File: config.mk
export PLATFORM = sky130hd
export DESIGN_NAME = bounce_sprite_flat
export DESIGN_NICKNAME = d
export VERILOG_FILES = /design/src/rtl/vga_pkg.sv /design/src/rtl/bounce_sprite_if.sv /design/src/rtl/bounce_sprite_axis.sv /design/src/rtl/bounce_sprite.sv /design/src/flat_wrapper.sv
export SDC_FILE = /design/constraint.sdc
export NUM_CORES = 1
export LEC_CHECK = 0
export BUFFER_PORTS_ARGS = -buffer_cell sky130_fd_sc_hd__buf_4
export CORE_MARGIN = 2
export CORE_UTILIZATION = 45
export CTS_CLUSTER_SIZE = 10
export DETAILED_ROUTE_END_ITERATION = 8
export GPL_TIMING_DRIVEN = 0
export PLACE_DENSITY = 0.78
export SLEW_MARGIN = 0
export SYNTH_ARGS = -nofsm -noshare
export SYNTH_HDL_FRONTEND = slang
export SYNTH_SLANG_ARGS = --single-unit
export TNS_END_PERCENT = 10
File: constraint.sdc
create_clock -name clk -period 3.44 [get_ports clk]
set_input_delay 0.172 -clock clk [delete_from_list [all_inputs] [get_ports clk]]
set_output_delay 0.172 -clock clk [all_outputs]
set_load 0.05 [all_outputs]
File: src/rtl/vga_pkg.sv
// Shared VGA-side types and defaults used by the sprite generator and its axis sub-module.
// Holds screen defaults, the 12-bit colour struct, direction and motion-state enums, and the palette lookup.
package vga_pkg;

  localparam int H_ACTIVE_DEFAULT = 640;
  localparam int V_ACTIVE_DEFAULT = 480;

  typedef struct packed {
    logic [3:0] r;
    logic [3:0] g;
    logic [3:0] b;
  } rgb12_t;

  typedef enum logic {
    DIR_POS = 1'b0,
    DIR_NEG = 1'b1
  } dir_t;

  typedef enum logic {
    FROZEN = 1'b0,
    MOVING = 1'b1
  } motion_state_t;

  localparam logic [11:0] PALETTE_1 = 12'h0F0;
  localparam logic [11:0] PALETTE_2 = 12'h00F;
  localparam logic [11:0] PALETTE_3 = 12'hFF0;

  // Entry 0 is the configured sprite colour so a fresh reset always shows it.
  function automatic rgb12_t palette_color(input logic [1:0] idx, input rgb12_t base);
    rgb12_t c;
    case (idx)
      2'd0:    c = base;
      2'd1:    c = rgb12_t'(PALETTE_1);
      2'd2:    c = rgb12_t'(PALETTE_2);
      default: c = rgb12_t'(PALETTE_3);
    endcase
    return c;
  endfunction

endpackage

File: src/rtl/bounce_sprite_if.sv
// Pixel-side bus of bounce_sprite: timing-generator inputs in, colour and sprite status out.
// The master modport belongs to whatever drives coordinates; the slave modport is the sprite block.
interface bounce_sprite_if #(
  parameter int X_BIT_SIZE = 10,
  parameter int Y_BIT_SIZE = 9
);

  logic                  run;
  logic [X_BIT_SIZE-1:0] x;
  logic [Y_BIT_SIZE-1:0] y;
  logic                  v_sync;
  logic [3:0]            R;
  logic [3:0]            G;
  logic [3:0]            B;
  logic [X_BIT_SIZE-1:0] sprite_x;
  logic [Y_BIT_SIZE-1:0] sprite_y;
  logic                  bounce;

  modport master (
    output run, x, y, v_sync,
    input  R, G, B, sprite_x, sprite_y, bounce
  );

  modport slave (
    input  run, x, y, v_sync,
    output R, G, B, sprite_x, sprite_y, bounce
  );

endinterface

File: src/rtl/bounce_sprite_axis.sv
// One motion axis of the bouncing sprite: position, direction and a registered flip pulse.
// Arithmetic is one bit wider than the coordinate so the edge test can never wrap.
module sprite_axis
  import vga_pkg::*;
#(
  parameter int W     = 10,
  parameter int LIMIT = 640,
  parameter int SIZE  = 32,
  parameter int STEP  = 2
) (
  input  logic         clk,
  input  logic         reset,
  input  logic         update,
  output logic [W-1:0] pos,
  output logic         flip
);

  localparam int          RESET_INT = (LIMIT - SIZE) / 2;
  localparam int          MAX_INT   = LIMIT - SIZE;
  localparam logic [W-1:0] RESET_POS = RESET_INT[W-1:0];
  localparam logic [W-1:0] MAX_POS   = MAX_INT[W-1:0];
  localparam logic [W:0]   LIMIT_W   = LIMIT[W:0];
  localparam logic [W:0]   SIZE_W    = SIZE[W:0];
  localparam logic [W:0]   STEP_W    = STEP[W:0];

  logic [W-1:0] pos_q, pos_d;
  dir_t         dir_q, dir_d;
  logic         flip_q, flip_d;
  logic [W:0]   pos_wide;
  logic [W:0]   next_wide;
  logic [W:0]   far_edge;

  always_comb begin
    pos_d     = pos_q;
    dir_d     = dir_q;
    flip_d    = 1'b0;
    pos_wide  = {1'b0, pos_q};
    next_wide = pos_wide + STEP_W;
    far_edge  = next_wide + SIZE_W;
    if (update) begin
      if (dir_q == DIR_POS) begin
        // Clamp exactly against the far edge instead of overshooting by part of a step.
        if (far_edge >= LIMIT_W) begin
          pos_d  = MAX_POS;
          dir_d  = DIR_NEG;
          flip_d = 1'b1;
        end else begin
          pos_d = next_wide[W-1:0];
        end
      end else begin
        if (pos_wide <= STEP_W) begin
          pos_d  = '0;
          dir_d  = DIR_POS;
          flip_d = 1'b1;
        end else begin
          pos_d = pos_q - STEP_W[W-1:0];
        end
      end
    end
  end

  always_ff @(posedge clk) begin
    if (reset) begin
      pos_q  <= RESET_POS;
      dir_q  <= DIR_POS;
      flip_q <= 1'b0;
    end else begin
      pos_q  <= pos_d;
      dir_q  <= dir_d;
      flip_q <= flip_d;
    end
  end

  assign pos  = pos_q;
  assign flip = flip_q;

endmodule

File: src/rtl/bounce_sprite.sv
// Per-pixel colour source drawing a solid rectangle that bounces off the screen edges once per frame.
// Define BOUNCE_SPRITE_PALETTE_EN to cycle the sprite colour through a 4-entry palette on every bounce.
module bounce_sprite
  import vga_pkg::*;
#(
  parameter int          X_BIT_SIZE = 10,
  parameter int          Y_BIT_SIZE = 9,
  parameter int          H_ACTIVE   = H_ACTIVE_DEFAULT,
  parameter int          V_ACTIVE   = V_ACTIVE_DEFAULT,
  parameter int          SPRITE_W   = 32,
  parameter int          SPRITE_H   = 32,
  parameter int          STEP       = 2,
  parameter logic [11:0] FG_COLOR   = 12'hF80,
  parameter logic [11:0] BG_COLOR   = 12'h000
) (
  input  logic           clk,
  input  logic           reset,
  bounce_sprite_if.slave bus
);

  localparam logic [X_BIT_SIZE:0] H_LIM      = H_ACTIVE[X_BIT_SIZE:0];
  localparam logic [Y_BIT_SIZE:0] V_LIM      = V_ACTIVE[Y_BIT_SIZE:0];
  localparam logic [X_BIT_SIZE:0] SPRITE_W_X = SPRITE_W[X_BIT_SIZE:0];
  localparam logic [Y_BIT_SIZE:0] SPRITE_H_Y = SPRITE_H[Y_BIT_SIZE:0];

  logic          v_sync_q, v_sync_d;
  motion_state_t state_q, state_d;
  logic          frame_tick;
  logic          update;

  logic [X_BIT_SIZE-1:0] x_pos;
  logic [Y_BIT_SIZE-1:0] y_pos;
  logic                  x_flip;
  logic                  y_flip;
  logic                  bounce;

  // Frame tick is the falling edge of the active-low vertical sync.
  always_comb begin
    v_sync_d   = bus.v_sync;
    frame_tick = v_sync_q & ~bus.v_sync;
  end

  always_comb begin
    state_d = state_q;
    update  = 1'b0;
    if (frame_tick) begin
      update  = (state_q == MOVING);
      state_d = bus.run ? MOVING : FROZEN;
    end
  end

  always_ff @(posedge clk) begin
    if (reset) begin
      v_sync_q <= 1'b1;
      state_q  <= FROZEN;
    end else begin
      v_sync_q <= v_sync_d;
      state_q  <= state_d;
    end
  end

  sprite_axis #(
    .W     (X_BIT_SIZE),
    .LIMIT (H_ACTIVE),
    .SIZE  (SPRITE_W),
    .STEP  (STEP)
  ) u_axis_x (
    .clk    (clk),
    .reset  (reset),
    .update (update),
    .pos    (x_pos),
    .flip   (x_flip)
  );

  sprite_axis #(
    .W     (Y_BIT_SIZE),
    .LIMIT (V_ACTIVE),
    .SIZE  (SPRITE_H),
    .STEP  (STEP)
  ) u_axis_y (
    .clk    (clk),
    .reset  (reset),
    .update (update),
    .pos    (y_pos),
    .flip   (y_flip)
  );

  // A corner flips both axes in one tick but still counts as a single bounce.
  assign bounce = x_flip | y_flip;

  rgb12_t fg;

`ifdef BOUNCE_SPRITE_PALETTE_EN
  logic [1:0] idx_q, idx_d;

  always_comb begin
    idx_d = idx_q;
    if (bounce) begin
      idx_d = idx_q + 2'd1;
    end
  end

  always_ff @(posedge clk) begin
    if (reset) begin
      idx_q <= 2'd0;
    end else begin
      idx_q <= idx_d;
    end
  end

  assign fg = palette_color(idx_q, rgb12_t'(FG_COLOR));
`else
  assign fg = rgb12_t'(FG_COLOR);
`endif

  logic                  hit_q, hit_d;
  logic                  active_q, active_d;
  rgb12_t                rgb_q, rgb_d;
  logic [X_BIT_SIZE:0]   x_wide;
  logic [Y_BIT_SIZE:0]   y_wide;
  logic [X_BIT_SIZE:0]   x_end;
  logic [Y_BIT_SIZE:0]   y_end;

  always_comb begin
    x_wide   = {1'b0, bus.x};
    y_wide   = {1'b0, bus.y};
    x_end    = {1'b0, x_pos} + SPRITE_W_X;
    y_end    = {1'b0, y_pos} + SPRITE_H_Y;
    hit_d    = (x_wide >= {1'b0, x_pos}) && (x_wide < x_end) &&
               (y_wide >= {1'b0, y_pos}) && (y_wide < y_end);
    active_d = (x_wide < H_LIM) && (y_wide < V_LIM);
  end

  always_comb begin
    rgb_d = '0;
    if (active_q) begin
      rgb_d = hit_q ? fg : rgb12_t'(BG_COLOR);
    end
  end

  always_ff @(posedge clk) begin
    if (reset) begin
      hit_q    <= 1'b0;
      active_q <= 1'b0;
      rgb_q    <= '0;
    end else begin
      hit_q    <= hit_d;
      active_q <= active_d;
      rgb_q    <= rgb_d;
    end
  end

  assign bus.R        = rgb_q.r;
  assign bus.G        = rgb_q.g;
  assign bus.B        = rgb_q.b;
  assign bus.sprite_x = x_pos;
  assign bus.sprite_y = y_pos;
  assign bus.bounce   = bounce;

endmodule

File: src/flat_wrapper.sv
// flat-port wrapper written by rule: the top's interface ports become plain ports
module bounce_sprite_flat import vga_pkg::*;
#(
  parameter int          X_BIT_SIZE = 10,
  parameter int          Y_BIT_SIZE = 9,
  parameter int          H_ACTIVE   = H_ACTIVE_DEFAULT,
  parameter int          V_ACTIVE   = V_ACTIVE_DEFAULT,
  parameter int          SPRITE_W   = 32,
  parameter int          SPRITE_H   = 32,
  parameter int          STEP       = 2,
  parameter logic [11:0] FG_COLOR   = 12'hF80,
  parameter logic [11:0] BG_COLOR   = 12'h000
)
  (clk, reset, bus_run, bus_x, bus_y, bus_v_sync, bus_R, bus_G, bus_B, bus_sprite_x, bus_sprite_y, bus_bounce);
  bounce_sprite_if #(.X_BIT_SIZE(X_BIT_SIZE), .Y_BIT_SIZE(Y_BIT_SIZE)) bus_i ();
  input  logic clk;
  input  logic reset;
  input wire logic [$bits(bus_i.run)-1:0] bus_run;
  input wire logic [$bits(bus_i.x)-1:0] bus_x;
  input wire logic [$bits(bus_i.y)-1:0] bus_y;
  input wire logic [$bits(bus_i.v_sync)-1:0] bus_v_sync;
  output wire logic [$bits(bus_i.R)-1:0] bus_R;
  output wire logic [$bits(bus_i.G)-1:0] bus_G;
  output wire logic [$bits(bus_i.B)-1:0] bus_B;
  output wire logic [$bits(bus_i.sprite_x)-1:0] bus_sprite_x;
  output wire logic [$bits(bus_i.sprite_y)-1:0] bus_sprite_y;
  output wire logic [$bits(bus_i.bounce)-1:0] bus_bounce;
  assign bus_i.run = bus_run;
  assign bus_i.x = bus_x;
  assign bus_i.y = bus_y;
  assign bus_i.v_sync = bus_v_sync;
  assign bus_R = bus_i.R;
  assign bus_G = bus_i.G;
  assign bus_B = bus_i.B;
  assign bus_sprite_x = bus_i.sprite_x;
  assign bus_sprite_y = bus_i.sprite_y;
  assign bus_bounce = bus_i.bounce;
  bounce_sprite #(.X_BIT_SIZE(X_BIT_SIZE), .Y_BIT_SIZE(Y_BIT_SIZE), .H_ACTIVE(H_ACTIVE), .V_ACTIVE(V_ACTIVE), .SPRITE_W(SPRITE_W), .SPRITE_H(SPRITE_H), .STEP(STEP), .FG_COLOR(FG_COLOR), .BG_COLOR(BG_COLOR)) u_core (.clk(clk), .reset(reset), .bus(bus_i));
endmodule
Word level (Yosys, flattened, before mapping)
Index checks and enable logic that the tools add are counted.
{"block": "word_totals", "regBits": 39, "inputBits": 23, "wordCells": 61}
{"block": "op_classes", "addsub": 8, "order_cmp": 10, "mux": 19, "bitwise": 5, "reduce_logical": 6}
{"cell": "$mux 10", "n": 3}
{"cell": "$mux 9", "n": 3}
{"cell": "$mux 1", "n": 12}
{"cell": "$mux 12", "n": 1}
{"cell": "$add 10x2->11 const B", "n": 1}
{"cell": "$add 10x6->11 const B", "n": 1}
{"cell": "$add 11x6->11 const B", "n": 1}
{"cell": "$ge 11x10->1 const B", "n": 1}
{"cell": "$lt 10x11->1", "n": 1}
{"cell": "$add 10x6->10 const B", "n": 1}
{"cell": "$add 9x2->10 const B", "n": 1}
{"cell": "$add 9x6->10 const B", "n": 1}
{"cell": "$ge 10x10->1", "n": 1}
{"cell": "$ge 10x9->1 const B", "n": 1}
{"cell": "$le 10x2->1 const B", "n": 1}
{"cell": "$lt 10x10->1 const B", "n": 1}
{"cell": "$lt 9x10->1", "n": 1}
{"cell": "$sub 10x2->10 const B", "n": 1}
{"cell": "$ge 9x9->1", "n": 1}
{"cell": "$le 9x2->1 const B", "n": 1}
{"cell": "$lt 9x9->1 const B", "n": 1}
{"cell": "$sub 9x2->9 const B", "n": 1}
{"cell": "$logic_and 1x1->1", "n": 4}
{"cell": "$reduce_or 2->1", "n": 2}
{"cell": "other kinds (3)", "n": 5}

Longest topological paths before layout
{"block": "logic_depth", "depth_word": 5, "depth_mapped": 11, "depth_no_buf": 10}

By module
From an unflattened synthesis, not the netlist that was laid out.
{"block": "unflattened", "cells_unflattened": 413, "area_unflattened_um2": 3181.8}
{"mod": "sprite_axis (u_core.u_axis_x)", "n_inst": 1, "cells_per_inst": 150, "area_each_um2": 1154.9}
{"mod": "bounce_sprite", "n_inst": 1, "cells_per_inst": 136, "area_each_um2": 1097.3}
{"mod": "sprite_axis (u_core.u_axis_y)", "n_inst": 1, "cells_per_inst": 127, "area_each_um2": 929.6}

Worst setup path before layout
OpenSTA, ideal clock, no wires.
{"block": "synth_path", "path_type": "register to register", "from": "register u_core.u_axis_y.pos_q[5], in the netlist u_core.u_axis_y.pos[5]", "to": "register u_core.u_axis_y.pos_q[3], in the netlist u_core.u_axis_y.pos[3]", "arrival_ps": 3068, "required_time_ps": 3307, "slack_ps": 239, "stages_incl_launch_ff": 11, "path_buffers": 0, "synth_period_minus_slack_ps": 3201, "cell_sequence": "dfxtp_1 > clkinv_1 > or2_2 > xnor2_1 > ha_1 > nor2_1 > or4b_1 > a32oi_1 > a211oi_2 > a211oi_1 > a211oi_1"}
{"block": "synth_between", "elab_chain_len": 5}
{"element": "start, declared", "line_no": "bounce_sprite_axis.sv:26", "rtl": "logic [W-1:0] pos_q, pos_d;"}
{"element": "start signal, assigned", "line_no": "bounce_sprite_axis.sv:68", "rtl": "pos_q <= pos_d;"}
{"element": "$add 9x2->10", "line_no": "bounce_sprite_axis.sv:38", "rtl": "next_wide = pos_wide + STEP_W;"}
{"element": "$add 10x6->10", "line_no": "bounce_sprite_axis.sv:39", "rtl": "far_edge = next_wide + SIZE_W;"}
{"element": "$ge 10x9->1", "line_no": "bounce_sprite_axis.sv:43", "rtl": "if (far_edge >= LIMIT_W) begin"}
{"element": "$mux 9", "line_no": "bounce_sprite_axis.sv:43"}
{"element": "$mux 9 *", "line_no": "bounce_sprite_axis.sv:41", "rtl": "if (dir_q == DIR_POS) begin"}
Mark *: on every way between the ends. The rest lies on a longest branch, timed or not.
A chain may end at the register's enable or synchronous reset.

Worst setup path in the final report
{"block": "layout_path", "from": "register u_core.u_axis_y.pos_q[1], in the netlist u_core.u_axis_y.pos[1]", "to": "register u_core.u_axis_y.pos_q[3], in the netlist u_core.u_axis_y.pos[3]"}
Same word-level chain as after synthesis.

==> out/results.tsv <==
metric	value	unit
status	finished, final reports clean	
DP Cell Count	496	
per-cell routed wire length	16.05	µm
Worst Setup Path Type	flip-flop to flip-flop	
commonest cells in the netlist	ha_1 (38), dfxtp_1 (26), inv_1 (24)	
Synth warnings	0	
r2r endpoint	u_core.u_axis_y.pos[3]	
number of H-tree levels	1	
Min-Delay Path Class	input port to flip-flop	
crit path DAT	3.33	ns
clock root cell	clkbuf_8	
CP endpoint kind	flip-flop	
Starting Density	45.99	%
CP Launch Point	u_core.u_axis_y.pos[1]	
ANT nets after route	0	
GRT Total Usage	22.52	%
die area	0.007033	mm²
grt met2 use	37.89	%
ys flop type	dfxtp_1	
Vias	3038	
count of buffers from port buffering	43	
Post-CTS Setup Repair Bufs	0	
Reg2Reg Setup Slack	0.26	ns
Clk pin slew, worst setup/hold paths	0.10	ns
Yosys cell types	67	
Pwr Density	211.4	mW/mm²
largest net degree at the start of global routing	15	
Layout Nets	485	
via/cell ratio	6.076	
GPL Wtd Cong	0.9158	
most common cell in the synthesized netlist	ha_1	
residual DRC count	0	
Final TNS setup	0	ns
Clock Sink Count	26	
final worst-path cycle share	92.38	%
fill cell count	631	
Yosys top cell by area	dfxtp_1	
Peak VDD IR	0.1291	mV
post_cts resized	0	
Synth top area share	18.13	%
number of max-cap violations	0	
WHS	0.08234	ns
CP max FO	8	
FF+latch count, synth	26	
Post-synth EDFFs	0	
largest cells by area after synthesis	dfxtp_1 (18%), ha_1 (17%), o21ai_0 (4.0%)	
Final Slew Violations	0	
Finish-stage setup viols	0	
setup repair after global routing missed its margin	false	
# rows	29	
final std cells w/o fill	500	
Critical-path top delay cell	dfxtp_1	
I/O pin cnt	55	
ys async rst share	0	%
antenna violations before repair	0	
met1 usage	29.33	%
Pre-antenna DRT Iters	5	
Max Clk Rate	314.7	MHz
Critical Path RT	3.60	ns
CP max stage delay	0.49	ns
vias in the first global route	2897	
Post-Synthesis Cells	368	
Tightest Pin Transition	0.5995	ns
cts hold-fix bufs	0	
grt peak-use layer	met2	
CP startpoint kind	flip-flop	
RR Startpoint	u_core.u_axis_y.pos[1]	
CTS tree	built	
sequential area share after synthesis	18.13	%
first-pass GRT wire length	13250	µm
diode count	0	
Clock Path Buffers	2	
die height	83.87	µm
GRT met3 Usage	3.165	%
layout cells sized above 1	19.15	%
DR iter-0 viols	288	
worst path cell trace	ha_1 > and3_1 > clkbuf_1 > xnor2_1 > ha_1 > nor2_1 > or4b_1 > a32oi_1 > a211oi_2 > a211oi_1 > a211oi_1	
detailed placement HPWL	6147	µm
final critical-path required period	3.178	ns
Hold Path End	u_core.v_sync_q	
worst hold stages	2	
DRT Wirelength	8023	µm
grt ovf	0	
CORE AREA	0.006241	mm²
P_leak	1.455	nW
Hold Path Origin	bus_v_sync	
Final Skew	0.001590	ns
syn_area_per_cell	7.800	µm²
final-report hold violation count	0	
R2R depth	11	
die extent in x	83.87	µm
clk_lat worst skew	0.28	ns
mapped cell area	0.002870	mm²
Worst slew margin	60.03	%
total CTS buffers	3	
P&R area growth vs syn	17.57	%
[per-layer routing]
layer  up-vias  wire (µm)
li1       1454          -
met1      1411       3411
met2       149       3724
met3        24        717
met4         0        170
met5         -          0
[placed cells by master, fill, tap and decap left out, drive strengths merged, types with 3 or more instances in the layout]
cell     instances
o211ai           5
o21a             6
o2111ai          3
nor3             7
o31ai            3
nor4             5
a31oi            8
a21o             3
or2              4
a21boi           3
nand2           22
and4             4
buf             64
and2             4
a2111oi          3
ha              38
dfxtp           26
or4              5
conb             9
or3              4
nand3            9
clkbuf          16
inv             24
o21ai           27
o22ai            3
nor2b            5
a21oi           22
mux2             3
xnor2           13
and3             9
a211oi           7
nand2b           4
nand4            6
nor2            20
[per-stage QoR]
step	utilization [%]	cell area (µm²)	total power, mW	setup slack [ns]
2_1_floorplan	-	2900	0.4499	0.2393
3_3_place_gp	53.19	3319	0.5001	0.3942
3_5_place_dp	53.19	3319	0.5060	0.3313
4_1_cts	54.07	3374	0.7143	0.3141
5_1_grt	54.07	3374	0.7463	0.05598
6_report	54.07	3374	0.7134	0.2621
[registers in the layout (all words and copies together) (netlist names)]
| register | flops |
|---|---|
| u_core.u_axis_y.pos | 8 |
| u_core.active_q | 1 |
| u_core.u_axis_x.flip | 1 |
| u_core.u_axis_x.dir_q | 1 |
| u_core.u_axis_y.flip | 1 |
| u_core.bus.R | 1 |
| u_core.v_sync_q | 1 |
| u_core.hit_q | 1 |
| u_core.state_q | 1 |
| u_core.u_axis_y.dir_q | 1 |
| u_core.u_axis_x.pos | 9 |
[report_power, final]
part           switching [mW]  leakage (nW)  total (mW)  internal, mW
combinational           0.115          1.22       0.186        0.0717
clock                   0.110        0.0288       0.213         0.103
sequential            0.00691         0.211       0.315         0.308
[how the worst max path moves through the flow]
stage	to	slack [ns]	cells past startpoint
after floorplan	u_core.u_axis_y.pos[3]	0.24	10
after global placement	u_core.u_axis_y.pos[3]	0.39	10
after detailed placement	u_core.u_axis_y.pos[3]	0.33	10
after CTS	u_core.u_axis_y.pos[3]	0.31	10
after global routing	u_core.u_axis_y.pos[3]	0.06	10
final	u_core.u_axis_y.pos[3]	0.26	11
[cell families (layout without fill, tap and decap cells)]
| family | count (synthesis) | count (layout) | synth area share [%] |
|---|---|---|---|
| AND/OR/NAND/NOR | 114 | 114 | 22.06 |
| multiplexers | 4 | 4 | 1.526 |
| XOR/XNOR | 15 | 15 | 4.577 |
| AO/OA/AOI/OAI | 112 | 112 | 26.98 |
| other | 1 | 9 | 0.1307 |
| adder cells (fa/ha/maj) | 38 | 38 | 16.57 |
| flip-flops | 26 | 26 | 18.13 |
| buffers and inverters | 58 | 105 | 10.03 |
[worst max-delay path: cells and delay by family, from the launching register on]
| kind | cells | cell delay [ns] |
|---|---|---|
| AND/OR/NAND/NOR | 3 | 0.67 |
| AO/OA/AOI/OAI | 4 | 0.96 |
| adder cells (fa/ha/maj) | 2 | 0.49 |
| XOR/XNOR | 1 | 0.17 |
| flip-flops | 1 | 0.49 |
| buffers and inverters | 1 | 0.27 |
[area by class of cell]
class | instances | area [µm²] | area share [%]
Sequential cell | 26 | 520.5 | 15.42
Inverter | 25 | 93.84 | 2.781
Buffer | 33 | 193.9 | 5.747
Clock buffer | 4 | 55.05 | 1.631
Timing Repair Buffer | 43 | 322.8 | 9.566
Tap cell | 77 | 96.34 | 2.855
Multi-Input combinational cell | 292 | 2092 | 61.99
Power figures use the tool's default switching activity.
